[src/rtl/fp16_cvt_arbiter.sv]
// Round-robin arbiter sharing one FP16->FP32 converter across NUM_REQ requesters.
// Optional FP16_CLASS_EN adds out_class (zero/normal, subnormal, inf, NaN).
module fp16_cvt_arbiter #(
    parameter int unsigned NUM_REQ = 4,
    localparam int unsigned ID_W = $clog2(NUM_REQ)
) (
    input  logic                    clk,
    input  logic                    rst_n,
    input  logic [NUM_REQ-1:0]      req_valid,
    input  logic [NUM_REQ*16-1:0]   req_fp16,
    output logic [NUM_REQ-1:0]      req_ready,
    output logic                    out_valid,
    input  logic                    out_ready,
    output logic [31:0]             out_fp32,
    output logic [ID_W-1:0]         out_id,
`ifdef FP16_CLASS_EN
    output logic [1:0]              out_class,
`endif
    output logic                    busy
);

    typedef enum logic [1:0] {StIdle, StConv, StOut} state_e;

    state_e            r_state, w_state_next;
    logic [ID_W-1:0]   r_rr_ptr, r_id, w_grant_id, w_ptr_next;
    logic              w_grant_vld;
    logic [15:0]       r_operand;
    logic              r_out_valid;
    logic [31:0]       r_out_fp32, w_fp32;
    logic [ID_W-1:0]   r_out_id;
    logic              w_sign;
    logic [4:0]        w_exp16;
    logic [9:0]        w_man16, w_sub_man;
    logic [3:0]        w_lead;

    // Rotating priority: lowest offset from r_rr_ptr wins, so iterate from the far end.
    always_comb begin
        logic [ID_W:0] w_idx;
        w_grant_vld = 1'b0;
        w_grant_id  = '0;
        for (int k = NUM_REQ - 1; k >= 0; k--) begin
            w_idx = {1'b0, r_rr_ptr} + (ID_W+1)'(k);
            if (w_idx >= (ID_W+1)'(NUM_REQ)) w_idx = w_idx - (ID_W+1)'(NUM_REQ);
            if (req_valid[w_idx[ID_W-1:0]]) begin
                w_grant_vld = 1'b1;
                w_grant_id  = w_idx[ID_W-1:0];
            end
        end
        w_ptr_next = (w_grant_id == ID_W'(NUM_REQ - 1)) ? '0 : w_grant_id + 1'b1;
    end

    assign w_sign  = r_operand[15];
    assign w_exp16 = r_operand[14:10];
    assign w_man16 = r_operand[9:0];

    always_comb begin : sign_ex
        w_lead = '0;
        for (int i = 0; i < 10; i++) begin
            if (w_man16[i]) w_lead = 4'(i);
        end
        // Subnormal: shift the leading one out past bit 9 to form the hidden bit.
        w_sub_man = w_man16 << (4'd10 - w_lead);
        w_fp32    = {w_sign, 31'b0};
        if (w_exp16 == 5'h1F) begin
            w_fp32 = {w_sign, 8'hFF, w_man16, 13'b0};
        end else if (w_exp16 != 5'h00) begin
            w_fp32 = {w_sign, 8'(w_exp16) + 8'd112, w_man16, 13'b0};
        end else if (w_man16 != 10'h000) begin
            w_fp32 = {w_sign, 8'd103 + 8'(w_lead), w_sub_man, 13'b0};
        end
    end

`ifdef FP16_CLASS_EN
    logic [1:0] r_out_class, w_class;

    always_comb begin
        w_class = 2'b00;
        if (w_exp16 == 5'h1F) w_class = (w_man16 != 10'h000) ? 2'b11 : 2'b10;
        else if (w_exp16 == 5'h00 && w_man16 != 10'h000) w_class = 2'b01;
    end

    always_ff @(posedge clk) begin
        if (!rst_n) r_out_class <= 2'b00;
        else if (r_state == StConv) r_out_class <= w_class;
    end

    assign out_class = r_out_class;
`endif

    always_ff @(posedge clk) begin
        if (!rst_n) r_state <= StIdle;
        else        r_state <= w_state_next;
    end

    always_comb begin
        w_state_next = r_state;
        unique case (r_state)
            StIdle:  if (w_grant_vld) w_state_next = StConv;
            StConv:  w_state_next = StOut;
            StOut:   if (out_ready) w_state_next = StIdle;
            default: w_state_next = StIdle;
        endcase
    end

    always_comb begin
        req_ready = '0;
        if (r_state == StIdle && w_grant_vld) req_ready[w_grant_id] = 1'b1;
        busy = (r_state != StIdle);
    end

    always_ff @(posedge clk) begin
        if (!rst_n) begin
            r_rr_ptr    <= '0;
            r_id        <= '0;
            r_operand   <= 16'h0000;
            r_out_valid <= 1'b0;
            r_out_fp32  <= 32'h0000_0000;
            r_out_id    <= '0;
        end else begin
            unique case (r_state)
                StIdle: begin
                    if (w_grant_vld) begin
                        r_operand <= req_fp16[16*w_grant_id +: 16];
                        r_id      <= w_grant_id;
                        r_rr_ptr  <= w_ptr_next;
                    end
                end
                StConv: begin
                    r_out_fp32  <= w_fp32;
                    r_out_id    <= r_id;
                    r_out_valid <= 1'b1;
                end
                StOut: begin
                    if (out_ready) r_out_valid <= 1'b0;
                end
                default: r_out_valid <= 1'b0;
            endcase
        end
    end

    assign out_valid = r_out_valid;
    assign out_fp32  = r_out_fp32;
    assign out_id    = r_out_id;

endmodule

[config.mk]
export PLATFORM = sky130hd
export DESIGN_NAME = fp16_cvt_arbiter
export DESIGN_NICKNAME = d
export VERILOG_FILES = /design/src/rtl/fp16_cvt_arbiter.sv
export SDC_FILE = /design/constraint.sdc
export NUM_CORES = 1
export LEC_CHECK = 0
export BUFFER_PORTS_ARGS = -buffer_cell sky130_fd_sc_hd__buf_4
export CORE_UTILIZATION = 54
export DETAILED_ROUTE_END_ITERATION = 10
export PLACE_DENSITY_LB_ADDON = 0.08
export SYNTH_ARGS = -nofsm -noshare
export SYNTH_HDL_FRONTEND = slang
export SYNTH_SLANG_ARGS = --single-unit
[constraint.sdc]
create_clock -name clk -period 8.2 [get_ports clk]
set_input_delay 0.41 -clock clk [delete_from_list [all_inputs] [get_ports clk]]
set_output_delay 0.41 -clock clk [all_outputs]
set_load 0.02 [all_outputs]
After elaboration in Yosys (flattened, before gate mapping)
Index checks and enable logic that the tools add are counted.

word-level totals
  bits in registers = 57
  latch bits = 0
  memory bits (writable) = 0
  memory bits (read-only) = 0
  input port bits = 71
  output and inout bits = 40
  word-level logic and storage cells = 87
  memories = 0

cells by class
  $add $sub $neg = 11
  multiply operators = 0
  div/mod/pow operators = 0
  $lt $le $gt $ge = 10
  equality and inequality tests = 6
  shift-type cells = 2
  muxes and demuxes = 41
  bitwise operators = 1
  reductions and logical operators = 9

operators with widths
  operator                                                                              number
  31-bit 2-to-1 mux                                                                     3
  64-bit by 7-bit variable part select with 16-bit output                               1
  4-bit 2-to-1 mux                                                                      9
  2-bit 2-to-1 mux                                                                      11
  2-bit by 3-bit < comparator with 1-bit output (second input constant)                 5
  1-bit 2-to-1 mux                                                                      11
  10-bit nonzero test                                                                   1
  10-bit by 4-bit << shifter with 10-bit output                                         1
  3-bit greater-or-equal comparator (second input constant)                             3
  5-bit by 7-bit adder with 8-bit output (second input constant)                        1
  7-bit by 4-bit adder with 8-bit output (first input constant)                         1
  1-bit binary-select mux with 2-bit select                                             4
  2-bit by 1-bit subtractor with 2-bit output (second input constant)                   4
  2-bit by 2-bit adder with 3-bit output (second input constant)                        2
  2-bit case mux with 3 select lines                                                    1
  2-bit AND reduction                                                                   3
  5-bit == test (second input constant)                                                 1
  5-bit nonzero test                                                                    1
  2-bit == test (second input constant)                                                 2
  2-bit != test (second input constant)                                                 2
  4-bit subtractor (first input constant)                                               1
  2-bit by 1-bit adder with 3-bit output (second input constant)                        1
  2-bit by 3-bit greater-or-equal comparator with 1-bit output (second input constant)  1
  1-bit case mux with 3 select lines                                                    1
  8 further kinds                                                                       9

Depth between registers and ports, before layout
  word-level depth = 14
  depth in mapped cells = 13
  mapped depth without buffers = 10

Least setup slack after synthesis
No wires, ideal clock.

  path type = register -> register
  from = register r_operand[8]
  to = register r_out_fp32[22], in the netlist out_fp32[22]
  library setup time = 95 ps
  data arrival time = 2687 ps
  data required time = 8105 ps
  setup slack = 5417 ps
  cell stages (with the launch flop) = 14
  buffers on the path = 3
  clock period less this slack = 2783 ps
  cell sequence = dfxtp_1 > clkbuf_1 > nor3b_1 > nor3_1 > clkbuf_1 > nand2_1 > inv_1 > ha_1 > clkbuf_1 > inv_1 > a21oi_1 > o2bb2ai_1 > or4_1 > o311ai_1

between the ends
  word-level cells in the longest chain between the ends = 7
  elaborated cells on any way between the ends = 8
  those cells by class = 1 x add/sub; 1 x shift; 5 x mux; 1 x reduce/logical

ends and longest elaborated chain
  what                                           line  text
  start, declared                                27    logic [15:0] r_operand;
  start signal, assigned                         123   r_operand <= req_fp16[16*w_grant_id +: 16];
  4-bit 2-to-1 mux (2 in series)                 59    if (w_man16[i]) w_lead = 4'(i);
  4-bit subtractor                               62    w_sub_man = w_man16 << (4'd10 - w_lead);
  10-bit by 4-bit << shifter with 10-bit output  62
  31-bit 2-to-1 mux (*)                          68    end else if (w_man16 != 10'h000) begin
  31-bit 2-to-1 mux (*)                          66    end else if (w_exp16 != 5'h00) begin
  31-bit 2-to-1 mux (*)                          64    if (w_exp16 == 5'h1F) begin
  end signal, assigned                           129   r_out_fp32 <= w_fp32;
  end, declared                                  29    logic [31:0] r_out_fp32, w_fp32;

Mark *: on every way between the ends. The rest lies on a longest branch, timed or not.
A chain may end at the register's enable or synchronous reset.

Worst setup path in the final report
  from = register r_operand[6]
  to = register r_out_fp32[22], in the netlist out_fp32[22]

between the ends
  word-level cells in the longest chain between the ends = 9
  elaborated cells on any way between the ends = 10
  those cells by class = 1 x add/sub; 1 x shift; 7 x mux; 1 x reduce/logical

ends and longest elaborated chain
  what                                           line
  4-bit 2-to-1 mux (4 in series)                 59
  4-bit subtractor                               62
  10-bit by 4-bit << shifter with 10-bit output  62
  31-bit 2-to-1 mux (*)                          68
  31-bit 2-to-1 mux (*)                          66
  31-bit 2-to-1 mux (*)                          64

Marks and branches as above.

==> flow_summary.yaml <==
worst_setup_path:
  cp_top_family: "simple AND/OR/NAND/NOR gates"
  critPathKind: "reg2reg"
  crit_chain: "nor3b_1 > nor3_1 > nand2_1 > inv_1 > ha_1 > inv_1 > a21oi_1 > o2bb2ai_1 > or4_1 > o311ai_1"
  cp_max_fo: 17
  cpPeakStageDelay_ns: 0.84
  arrival_ns: 3.98
  crit_buf_inv: 2
  slowest_stage: "nor3_1"
  cp_common_cell: "inv_1"
  reg2regPathDepth: 10
  end_kind: "register"
  reg2reg_from: "r_operand[6]"
  cp.required_ns: 8.41
  cp-start-kind: "register"
  rrSetupSlack_ns: 4.43
  timing.rr.end: "out_fp32[22]"
pwr:
  power.density_nw_per_um2: 234
  p_leak_nw: 1.67
  irDropWorstVdd_mv: 0.181
  p_total_mw: 0.874
timing:
  finalHoldViolCount: 0
  fin_crit_ns: 3.77
  tns_ns: 0
  setup_viol: 0
  maxSlewHeadroom_pct: 30.5
  fmax_mhz: 266
  clock_skew_ns: 0.00569
  min_period_over_period_pct: 45.9
  slew_viol_final: 0
  rsz0062_at_grt: "no"
  worst_slew_pin_slew_ns: 1.03
die:
  start_util_pct: 56.9
  num_rows: 26
  die_w_um: 76.1
  ios: 111
  die_h_um: 76.1
  coreArea_sq_um: 5200
  die-area_sq_um: 5780
global_routing:
  grt.total_usage_pct: 26.0
  grt_pass1_wl_um: 12400
  grt_remaining_overflow: 0
  grt_max_degree: 45
  grt_antenna_before_repair: 0
  grt_pass1_vias: 2788
clock_tree:
  clock_sink_count: 43
  cts_buffers: 5
  cts_tree: "done"
  clk_path_buf_depth: 2
  hold_buffers: 0
  cts_setup_buffers: 0
  h-tree-depth: 2
  clkLatencyLatePin_ns: 0.30
  clockRootBuffer: "clkbuf_8"
  path_clk_slew_ns: 0.08
  post_cts_resize_count: 0
yosys:
  synth_area_per_cell_sq_um: 7.94
  synthCells: 373
  seq_area_frac_synth_pct: 29.1
  synth.top_cell.area_share_pct: 29.1
  async_reset_ff_share_pct: 0
  synth_warnings: 0
  synth_ff_type: "dfxtp_1"
  netlist-cell-type-count: 50
  synth.area.top_cells: "dfxtp_1 (29%), mux2i_1 (13%), mux2_2 (6.8%)"
  synth-seq-cells: 43
  synth_area_sq_um: 2960
  synth-edff-count: 0
  yosys.area.top_type: "dfxtp_1"
finish:
  n_antenna_cell: 0
  final_cell_mix: "buf_4 (100), nand2_1 (43), dfxtp_1 (43), mux2i_1 (37), o21ai_0 (22)"
  utilization_pct: 71.8
  fin_nets: 524
  final_common_cell: "buf_4"
  area_delta_synth_final_pct: 26.2
  drive_above_1_share_pct: 29.0
min_path:
  hold_path_depth: 3
  min_to: "out_valid"
  hold_start: "out_ready"
  hold_class: "in2reg"
placed_design:
  place_congestion: 0.993
  dpl.hpwl_um: 5590
  numPortBuffers: 97
run:
  drv_cap: 0
run_status:
  status: "finished, final reports clean"
route:
  dr.pass1.iters: 5
  wl_per_cell_um: 14.8
  route.detailed.drc: 0
  wirelength_um: 7640
  ant_nets: 0
  via_per_inst: 5.71
  via_count: 2960
  first_iter_violations: 168
## registers in the layout, indices dropped and copies added (netlist names)
register / flops
r_state: 2
out_valid: 1
out_fp32: 18
r_id: 2
r_operand: 16
r_rr_ptr: 2
out_id: 2
## per-layer routing
layer	share of wire [%]	wire length, um	GRT usage, %	up-vias
li1	-	-	-	1458
met1	43	3260	31.0	1378
met2	51	3910	47.4	111
met3	5.0	382	4.07	13
met4	1.2	93	8.27	0
met5	0	0	0	-
## cell usage after synthesis, types with 2 or more instances
library cell	count
and3_1	2
nand4_1	2
a21o_1	3
or3_1	5
nand2b_1	6
buf_4	14
o31ai_1	2
ha_1	6
clkbuf_1	26
inv_1	10
a21oi_1	20
buf_2	4
a31oi_1	4
o21ai_0	22
a21boi_0	6
nand3_1	7
nor2_1	20
dfxtp_1	43
nor4_1	2
and2_1	5
o211ai_1	4
o211a_1	2
nor3_1	11
xnor2_1	2
mux2_2	18
mux2i_1	37
nand2_1	43
nor2b_1	8
o22ai_1	16
a221oi_1	3
## how the worst max path moves through the flow
| stage | from | endpoint | slack [ns] | cells past startpoint |
|---|---|---|---|---|
| finish | r_operand[6] | out_fp32[22] | 4.43 | 10 |
| floorplan | r_operand[8] | out_fp32[22] | 5.42 | 13 |
| global route | r_operand[6] | out_fp32[22] | 4.11 | 10 |
| CTS | r_operand[6] | out_fp32[22] | 4.59 | 10 |
| detailed placement | r_operand[6] | out_fp32[22] | 4.63 | 10 |
| global placement | r_operand[6] | out_fp32[22] | 4.78 | 10 |
## final cells by class
cell class	count	area (sq um)
multi-input combinational	287	1890
fill	445	1470
sequential	43	861
clock inverter	3	43.8
clock buffer	5	68.8
tap	70	87.6
timing repair buffer	100	751
inverter	10	37.5
## report_power, final
| part | internal [mW] | total (mW) | switching (mW) | leakage, nW |
|---|---|---|---|---|
| registers | 0.238 | 0.276 | 0.0374 | 0.354 |
| logic | 0.188 | 0.432 | 0.245 | 1.26 |
| clock network | 0.0907 | 0.166 | 0.0754 | 0.0581 |
## tightest hold or removal path: stages
cell and delay (ns):
buf_4 0.08, o21ai_0 0.07, o211a_1 0.10
## cells by family (layout without fill, tap and decap cells)
group / Yosys count / in the layout / share of synthesized area [%]
AND/OR/NAND/NOR: 115 / 115 / 18.3
XOR/XNOR: 3 / 3 / 0.887
flip-flops: 43 / 43 / 29.1
other: 1 / 13 / 0.127
buffers and inverters: 55 / 118 / 8.91
multiplexers: 55 / 55 / 19.3
AO/OA/AOI/OAI: 95 / 95 / 20.8
adder cells (fa/ha/maj): 6 / 6 / 2.53
## metrics by stage
stage | setup slack (ns) | hold WS (ns) | area [sq um] | std cells
final | 4.43 | 0.401 | 3740 | 518
after floorplan | 5.42 | 0.440 | 3010 | 385
after global placement | 4.78 | 0.450 | 3630 | 510
after CTS | 4.59 | 0.397 | 3740 | 518
after detailed placement | 4.63 | 0.458 | 3630 | 510
after global routing | 4.11 | 0.416 | 3740 | 518
Note: power is estimated with default switching activity, not from simulation.
